### src/rtl/mem_arb_pkg.sv
// Shared types and limits for the unified-memory arbiter.
package mem_arb_pkg;
  typedef enum logic {IDLE, BUSY} state_e;
  typedef enum logic {OWN_IF, OWN_D} owner_e;

  localparam int MEM_LAT_MAX = 15;
  localparam int CNT_W       = $clog2(MEM_LAT_MAX + 1);
endpackage

### src/rtl/arb_select.sv
// Picks the winner between fetch and data requesters.
// MEM_ARB_RR_EN: ties alternate (least recently granted wins); otherwise data wins ties.
module arb_select
  import mem_arb_pkg::*;
(
  input  logic   if_req_i,
  input  logic   d_req_i,
  input  owner_e last_winner_i,
  output owner_e winner_o,
  output logic   valid_o
);

  always_comb begin
    valid_o  = if_req_i | d_req_i;
    winner_o = OWN_D;
    if (if_req_i && !d_req_i) begin
      winner_o = OWN_IF;
    end else if (if_req_i && d_req_i) begin
`ifdef MEM_ARB_RR_EN
      winner_o = (last_winner_i == OWN_IF) ? OWN_D : OWN_IF;
`else
      winner_o = OWN_D;
`endif
    end
  end

`ifndef MEM_ARB_RR_EN
  logic unused_last_winner;
  assign unused_last_winner = last_winner_i;
`endif

endmodule

### src/rtl/mem_arbiter.sv
// Two-port (fetch/data) arbiter onto a single-port memory with fixed read latency.
// MEM_ARB_RR_EN selects round-robin tie breaking; default is data-priority.
module mem_arbiter
  import mem_arb_pkg::*;
#(
  parameter int ADDR_W  = 32,
  parameter int DATA_W  = 32,
  parameter int MEM_LAT = 1   // 1..MEM_LAT_MAX
) (
  input  logic                clk,
  input  logic                reset,
  input  logic                if_req,
  input  logic [ADDR_W-1:0]   if_addr,
  output logic                if_gnt,
  output logic                if_rvalid,
  output logic [DATA_W-1:0]   if_rdata,
  input  logic                d_req,
  input  logic                d_we,
  input  logic [ADDR_W-1:0]   d_addr,
  input  logic [DATA_W-1:0]   d_wdata,
  input  logic [DATA_W/8-1:0] d_be,
  output logic                d_gnt,
  output logic                d_rvalid,
  output logic [DATA_W-1:0]   d_rdata,
  output logic                mem_en,
  output logic                mem_we,
  output logic [ADDR_W-1:0]   mem_addr,
  output logic [DATA_W-1:0]   mem_wdata,
  output logic [DATA_W/8-1:0] mem_be,
  input  logic [DATA_W-1:0]   mem_rdata,
  output logic                busy
);

  state_e           state_q, state_d;
  owner_e           owner_q, owner_d;
  logic [CNT_W-1:0] cnt_q, cnt_d;
  owner_e           last_q;
  owner_e           win;
  logic             win_vld;
  logic             grant;
  logic             done;

  arb_select u_sel (
    .if_req_i      (if_req),
    .d_req_i       (d_req),
    .last_winner_i (last_q),
    .winner_o      (win),
    .valid_o       (win_vld)
  );

  // A new grant may overlap the final cycle of the current access.
  assign done  = (state_q == BUSY) && (cnt_q == '0);
  assign grant = ((state_q == IDLE) || (cnt_q == '0)) && win_vld;

  always_ff @(posedge clk or posedge reset) begin
    if (reset) begin
      state_q <= IDLE;
      owner_q <= OWN_IF;
      cnt_q   <= '0;
    end else begin
      state_q <= state_d;
      owner_q <= owner_d;
      cnt_q   <= cnt_d;
    end
  end

`ifdef MEM_ARB_RR_EN
  always_ff @(posedge clk or posedge reset) begin
    if (reset)      last_q <= OWN_IF;
    else if (grant) last_q <= win;
  end
`else
  assign last_q = OWN_IF;
`endif

  always_comb begin
    state_d = state_q;
    owner_d = owner_q;
    cnt_d   = cnt_q;
    if (grant) begin
      state_d = BUSY;
      owner_d = win;
      cnt_d   = CNT_W'(MEM_LAT - 1);
    end else if (state_q == BUSY) begin
      if (cnt_q == '0) state_d = IDLE;
      else             cnt_d   = cnt_q - CNT_W'(1);
    end
  end

  // Everything is forced low while reset is high, including the combinational paths.
  always_comb begin
    if_gnt    = 1'b0;
    d_gnt     = 1'b0;
    if_rvalid = 1'b0;
    d_rvalid  = 1'b0;
    if_rdata  = '0;
    d_rdata   = '0;
    mem_en    = 1'b0;
    mem_we    = 1'b0;
    mem_addr  = '0;
    mem_wdata = '0;
    mem_be    = '0;
    busy      = 1'b0;
    if (!reset) begin
      if (grant) begin
        mem_en = 1'b1;
        if (win == OWN_D) begin
          d_gnt     = 1'b1;
          mem_we    = d_we;
          mem_addr  = d_addr;
          mem_wdata = d_wdata;
          mem_be    = d_be;
        end else begin
          if_gnt   = 1'b1;
          mem_addr = if_addr;
          mem_be   = '1;
        end
      end
      if (done) begin
        if_rvalid = (owner_q == OWN_IF);
        d_rvalid  = (owner_q == OWN_D);
      end
      if_rdata = mem_rdata;
      d_rdata  = mem_rdata;
      busy     = (state_q == BUSY);
    end
  end

endmodule

### config.mk
export PLATFORM = sky130hd
export DESIGN_NAME = mem_arbiter
export DESIGN_NICKNAME = d
export VERILOG_FILES = /design/src/rtl/mem_arb_pkg.sv /design/src/rtl/arb_select.sv /design/src/rtl/mem_arbiter.sv
export SDC_FILE = /design/constraint.sdc
export NUM_CORES = 1
export LEC_CHECK = 0
export BUFFER_PORTS_ARGS = -buffer_cell sky130_fd_sc_hd__buf_4
export CORE_AREA = 2 2 108 110
export DETAILED_ROUTE_END_ITERATION = 8
export DIE_AREA = 0 0 110 112
export PLACE_DENSITY = 0.47
export REMOVE_ABC_BUFFERS = 1
export SLEW_MARGIN = 20
export SYNTH_ARGS = -nofsm -noshare
export SYNTH_HDL_FRONTEND = slang
export SYNTH_HIERARCHICAL = 1
export SYNTH_SLANG_ARGS = --single-unit
### constraint.sdc
create_clock -name clk -period 2.1 [get_ports clk]
set_clock_uncertainty 0.15 [all_clocks]
set_input_delay 0.42 -clock clk [delete_from_list [all_inputs] [get_ports clk]]
set_output_delay 0.42 -clock clk [all_outputs]
set_load 0.02 [all_outputs]
==> qor.yml, run 1 <==
grt_overflow: 0
most-common-layout-cells: "buf_4, buf_6, mux2i_1, nor2b_1, and3_1"
p_leak_nw: 2.40
dieArea_um2: 12300
clock_latency_ns: 0.23
path_class: "flip-flop to primary output"
start_util_pct: 14.4
hp-class: "primary input to async pin"
post-dp-hpwl_um: 7990
power_density_nw_per_um2: 327
drcViolationCount: 0
die_w_um: 110
syn2layout_area_growth_pct: 156
drv_slew: 0
grt.total_usage_pct: 13.6
crit_start: "cnt_q[0]"
finalSetupViolations: 74
setup.worst_path.start_class: "flip-flop"
cts_tree: "built"
tightest_slew_ns: 0.321
nets: 621
holdBufCountCts: 0
drv_cap: 0
ios: 276
cp_max_fo: 35
yosys_warnings: 6
timing.final.ws_setup_ns: -0.538
antenna_left: 0
io_buffer_count: 275
r2r-start: "cnt_q[0]"
syn_area_um2: 1610
cts_buffers: 3
clock-sinks: 6
synth_area_per_cell_um2: 7.00
clk_pin_slew_ns: 0.03
num_vias: 2478
rsz0062_at_grt: "yes"
cts_buffer_depth: 2
grt_pass1_wl_um: 12900
htreeDepth: 1
relSlewSlack_pct: 78.6
wl_per_cell_um: 14.8
mostFrequentLayoutCell: "buf_4"
required_ns: 1.53
grt_start_max_net_pins: 36
first_pass_iters: 4
design.core.area_um2: 11200
status: "complete, but fails checks"
fmax_mhz: 379
vias_per_cell: 3.98
slowest_delay_ns: 0.40
rows: 39
fin_setup_tns_ns: -37.77
final_hold_viol_count: 0
drive_above_1_share_pct: 70.0
vdd_ir_drop_max_v: 0.000190
wl_um: 9220
routabilityCongestion: 0.816
power.total_mw: 1.35
grt_pass1_vias: 2538
crit_chain: "inv_2 > ha_4 > or3b_4 > a211o_4 > clkinv_8 > and3_1 > buf_6"
fin_crit_ns: 2.64
die_h_um: 112
antenna_found_initial: 0
finalCritPeriodShare_pct: 126
violations: "negative setup slack"
drt_iter0_drc: 100
diodes: 0
netlist_instances: 230
critPathArrivalTime_ns: 2.07
cp_slowest_cell: "a211o_4"
place_ws_ns: -0.483
endpoint_kind: "primary output"
root_buffer: "clkbuf_16"
[critical path: cells and delay by family (launching register included)]
family,cells,cell delay [ns]
AO/OA/AOI/OAI,1,0.40
adder cells (fa/ha/maj),1,0.13
buffers and inverters,3,0.33
flip-flops,1,0.38
AND/OR/NAND/NOR,2,0.58
[state kept, by name, summed over array words and instances (netlist names)]
register,count
state_q,1
cnt_q,4
owner_q,1
[per-layer routing]
metal	track usage [%]	part of all wire (%)	vias to the layer above
li1	-	-	1222
met1	14.7	35	1080
met5	0	0	-
met2	27.4	55	169
met3	1.41	8.8	7
met4	2.62	0.92	0
[metrics by stage]
step	hold slack, ns	utilization [%]	cells	area, um2
2_1_floorplan	0.0610	-	178	1240
3_3_place_gp	0.381	32.7	613	3650
3_5_place_dp	0.382	32.7	613	3650
4_1_cts	0.155	35.8	620	4000
5_1_grt	0.192	36.9	623	4120
6_report	0.159	36.9	623	4120
[final timing paths]
check,depth (start not counted),slack (ns),end
max,7,-0.54,mem_wdata[24]
min in group clk,3,0.36,cnt_q[3]
max reg2reg,8,0.04,owner_q
max in group asynchronous,3,1.44,cnt_q[2]
min,3,0.16,state_q
min reg2reg,2,0.43,cnt_q[0]
[report_power, final]
part / leakage (nW) / internal (mW) / switching, mW
registers: 0.0765 / 0.119 / 0.00306
logic: 2.28 / 0.480 / 0.433
clock network: 0.0370 / 0.245 / 0.0672
[repair_timing]
item | in CTS | in global routing
setup buffers | 4 | 3
gates resized for setup | 62 | 28
hold endpoints to repair | 0 | 0
setup endpoints to repair | 74 | 74
pin swaps | 3 | 2
[cell type report]
cell class                 count  area, um2
multi-input combinational    161       1180
clock buffer                   3       75.1
timing repair buffer         299       2480
fill                        1165       7060
sequential                     6        150
inverter                      11       53.8
tap                          143        179
No activity file was read; power rests on OpenSTA's default activity.
==> inputs of run 2 (changes only) <==
CTS_CLUSTER_SIZE = 10   (was unset)
SETUP_SLACK_MARGIN = 0.05   (was unset)
==> qor.yml, run 2 (synthesis results as in run 1) <==
vdd_ir_drop_max_v: 0.000193
r2r-start: "cnt_q[0]"
relSlewSlack_pct: 78.6
place_ws_ns: -0.483
status: "complete, but fails checks"
power_density_nw_per_um2: 327
design.core.area_um2: 11200
power.total_mw: 1.35
grt_pass1_vias: 2538
clk_pin_slew_ns: 0.03
ios: 276
dieArea_um2: 12300
finalCritPeriodShare_pct: 126
rows: 39
crit_start: "cnt_q[0]"
post-dp-hpwl_um: 7990
grt_start_max_net_pins: 36
vias_per_cell: 3.98
clock_latency_ns: 0.23
path_class: "flip-flop to primary output"
timing.final.ws_setup_ns: -0.538
grt_pass1_wl_um: 12900
violations: "negative setup slack"
clock-sinks: 6
routabilityCongestion: 0.816
p_leak_nw: 2.40
cts_buffer_depth: 2
nets: 621
largest_register_ffs: 4
required_ns: 1.53
critPathArrivalTime_ns: 2.07
setup.worst_path.start_class: "flip-flop"
io_buffer_count: 275
final_hold_viol_count: 0
fin_crit_ns: 2.64
cp_slowest_cell: "a211o_4"
drt_iter0_drc: 101
drv_slew: 0
slowest_delay_ns: 0.40
first_pass_iters: 4
syn2layout_area_growth_pct: 156
mostFrequentLayoutCell: "buf_4"
fin_cells: 623
fmax_mhz: 379
root_buffer: "clkbuf_16"
cp_max_fo: 35
grt_overflow: 0
cts_buffers: 3
placed_cells: 613
finalSetupViolations: 74
reg_top3: "cnt_q (4), owner_q (1), state_q (1)"
die_w_um: 110
diodes: 0
antenna_left: 0
endpoint_kind: "primary output"
most-common-layout-cells: "buf_4, buf_6, mux2i_1, nor2b_1, and3_1"
grt.total_usage_pct: 13.6
top_register: "cnt_q"
htreeDepth: 1
hp-class: "primary input to async pin"
wl_per_cell_um: 14.8
cts_tree: "built"
drcViolationCount: 0
holdBufCountCts: 0
n_fill_cell: 1166
drv_cap: 0
die_h_um: 112
start_util_pct: 14.4
num_vias: 2478
tightest_slew_ns: 0.321
crit_chain: "inv_2 > ha_4 > or3b_4 > a211o_4 > clkinv_8 > and3_1 > buf_6"
wl_um: 9220
drive_above_1_share_pct: 70.0
rsz0062_at_grt: "yes"
antenna_found_initial: 0
==> run 2: cell counts in the layout (fill, tap and decap cells not counted) <==
Identical to the previous run, type by type.
==> run 2: power breakdown <==
part	switching (mW)	total [mW]	internal [mW]
registers	0.00316	0.122	0.119
clock network	0.0685	0.313	0.245
logic	0.433	0.914	0.481
==> run 2: worst paths after layout <==
kind | endpoint | slack, ns | depth (start not counted)
worst max-delay path | mem_wdata[24] | -0.54 | 7
worst min-delay path | state_q | 0.16 | 3
worst max register to register | owner_q | 0.05 | 8
worst min register to register | cnt_q[0] | 0.43 | 2
max in group asynchronous | cnt_q[2] | 1.44 | 3
min in group clk | cnt_q[3] | 0.35 | 3
==> run 2: metrics by stage <==
step | setup TNS (ns) | instance area, um2 | util [%] | hold WS (ns)
2_1_floorplan | -71.65 | 1240 | - | 0.0610
3_3_place_gp | -25.05 | 3650 | 32.7 | 0.381
3_5_place_dp | -28.36 | 3650 | 32.7 | 0.382
4_1_cts | -38.61 | 4000 | 35.8 | 0.155
5_1_grt | -42.06 | 4120 | 36.9 | 0.192
6_report | -37.78 | 4120 | 36.9 | 0.158
==> run 2: worst max-delay path, delay by kind of cell, from the launching register on <==
family | cells | cell delay (ns)
compound gates | 1 | 0.40
fa+ha+maj | 1 | 0.13
buf+inv | 3 | 0.33
simple gates | 2 | 0.58
flops | 1 | 0.38
==> run 2: final cells by class <==
cell class | count | area (um2) | area share, %
inverter | 11 | 53.8 | 1.31
sequential | 6 | 150 | 3.64
tap | 143 | 179 | 4.34
timing repair buffer | 299 | 2480 | 60.2
multi-input combinational | 161 | 1180 | 28.7
clock buffer | 3 | 75.1 | 1.82
==> run 2: metal layers <==
| metal | vias to the layer above | GRT usage, % | wire length (um) |
|---|---|---|---|
| met4 | 0 | 2.62 | 85 |
| met3 | 7 | 1.41 | 812 |
| met5 | - | 0 | 0 |
| met2 | 169 | 27.4 | 5070 |
| li1 | 1222 | - | - |
| met1 | 1080 | 14.7 | 3250 |
==> run 2: timing repair <==
| item | CTS | global route |
|---|---|---|
| setup buffers | 4 | 3 |
| endpoints found under the hold margin | 0 | 0 |
| resized for setup | 62 | 29 |
| setup endpoints to repair | 74 | 74 |
| pin swaps | 3 | 2 |
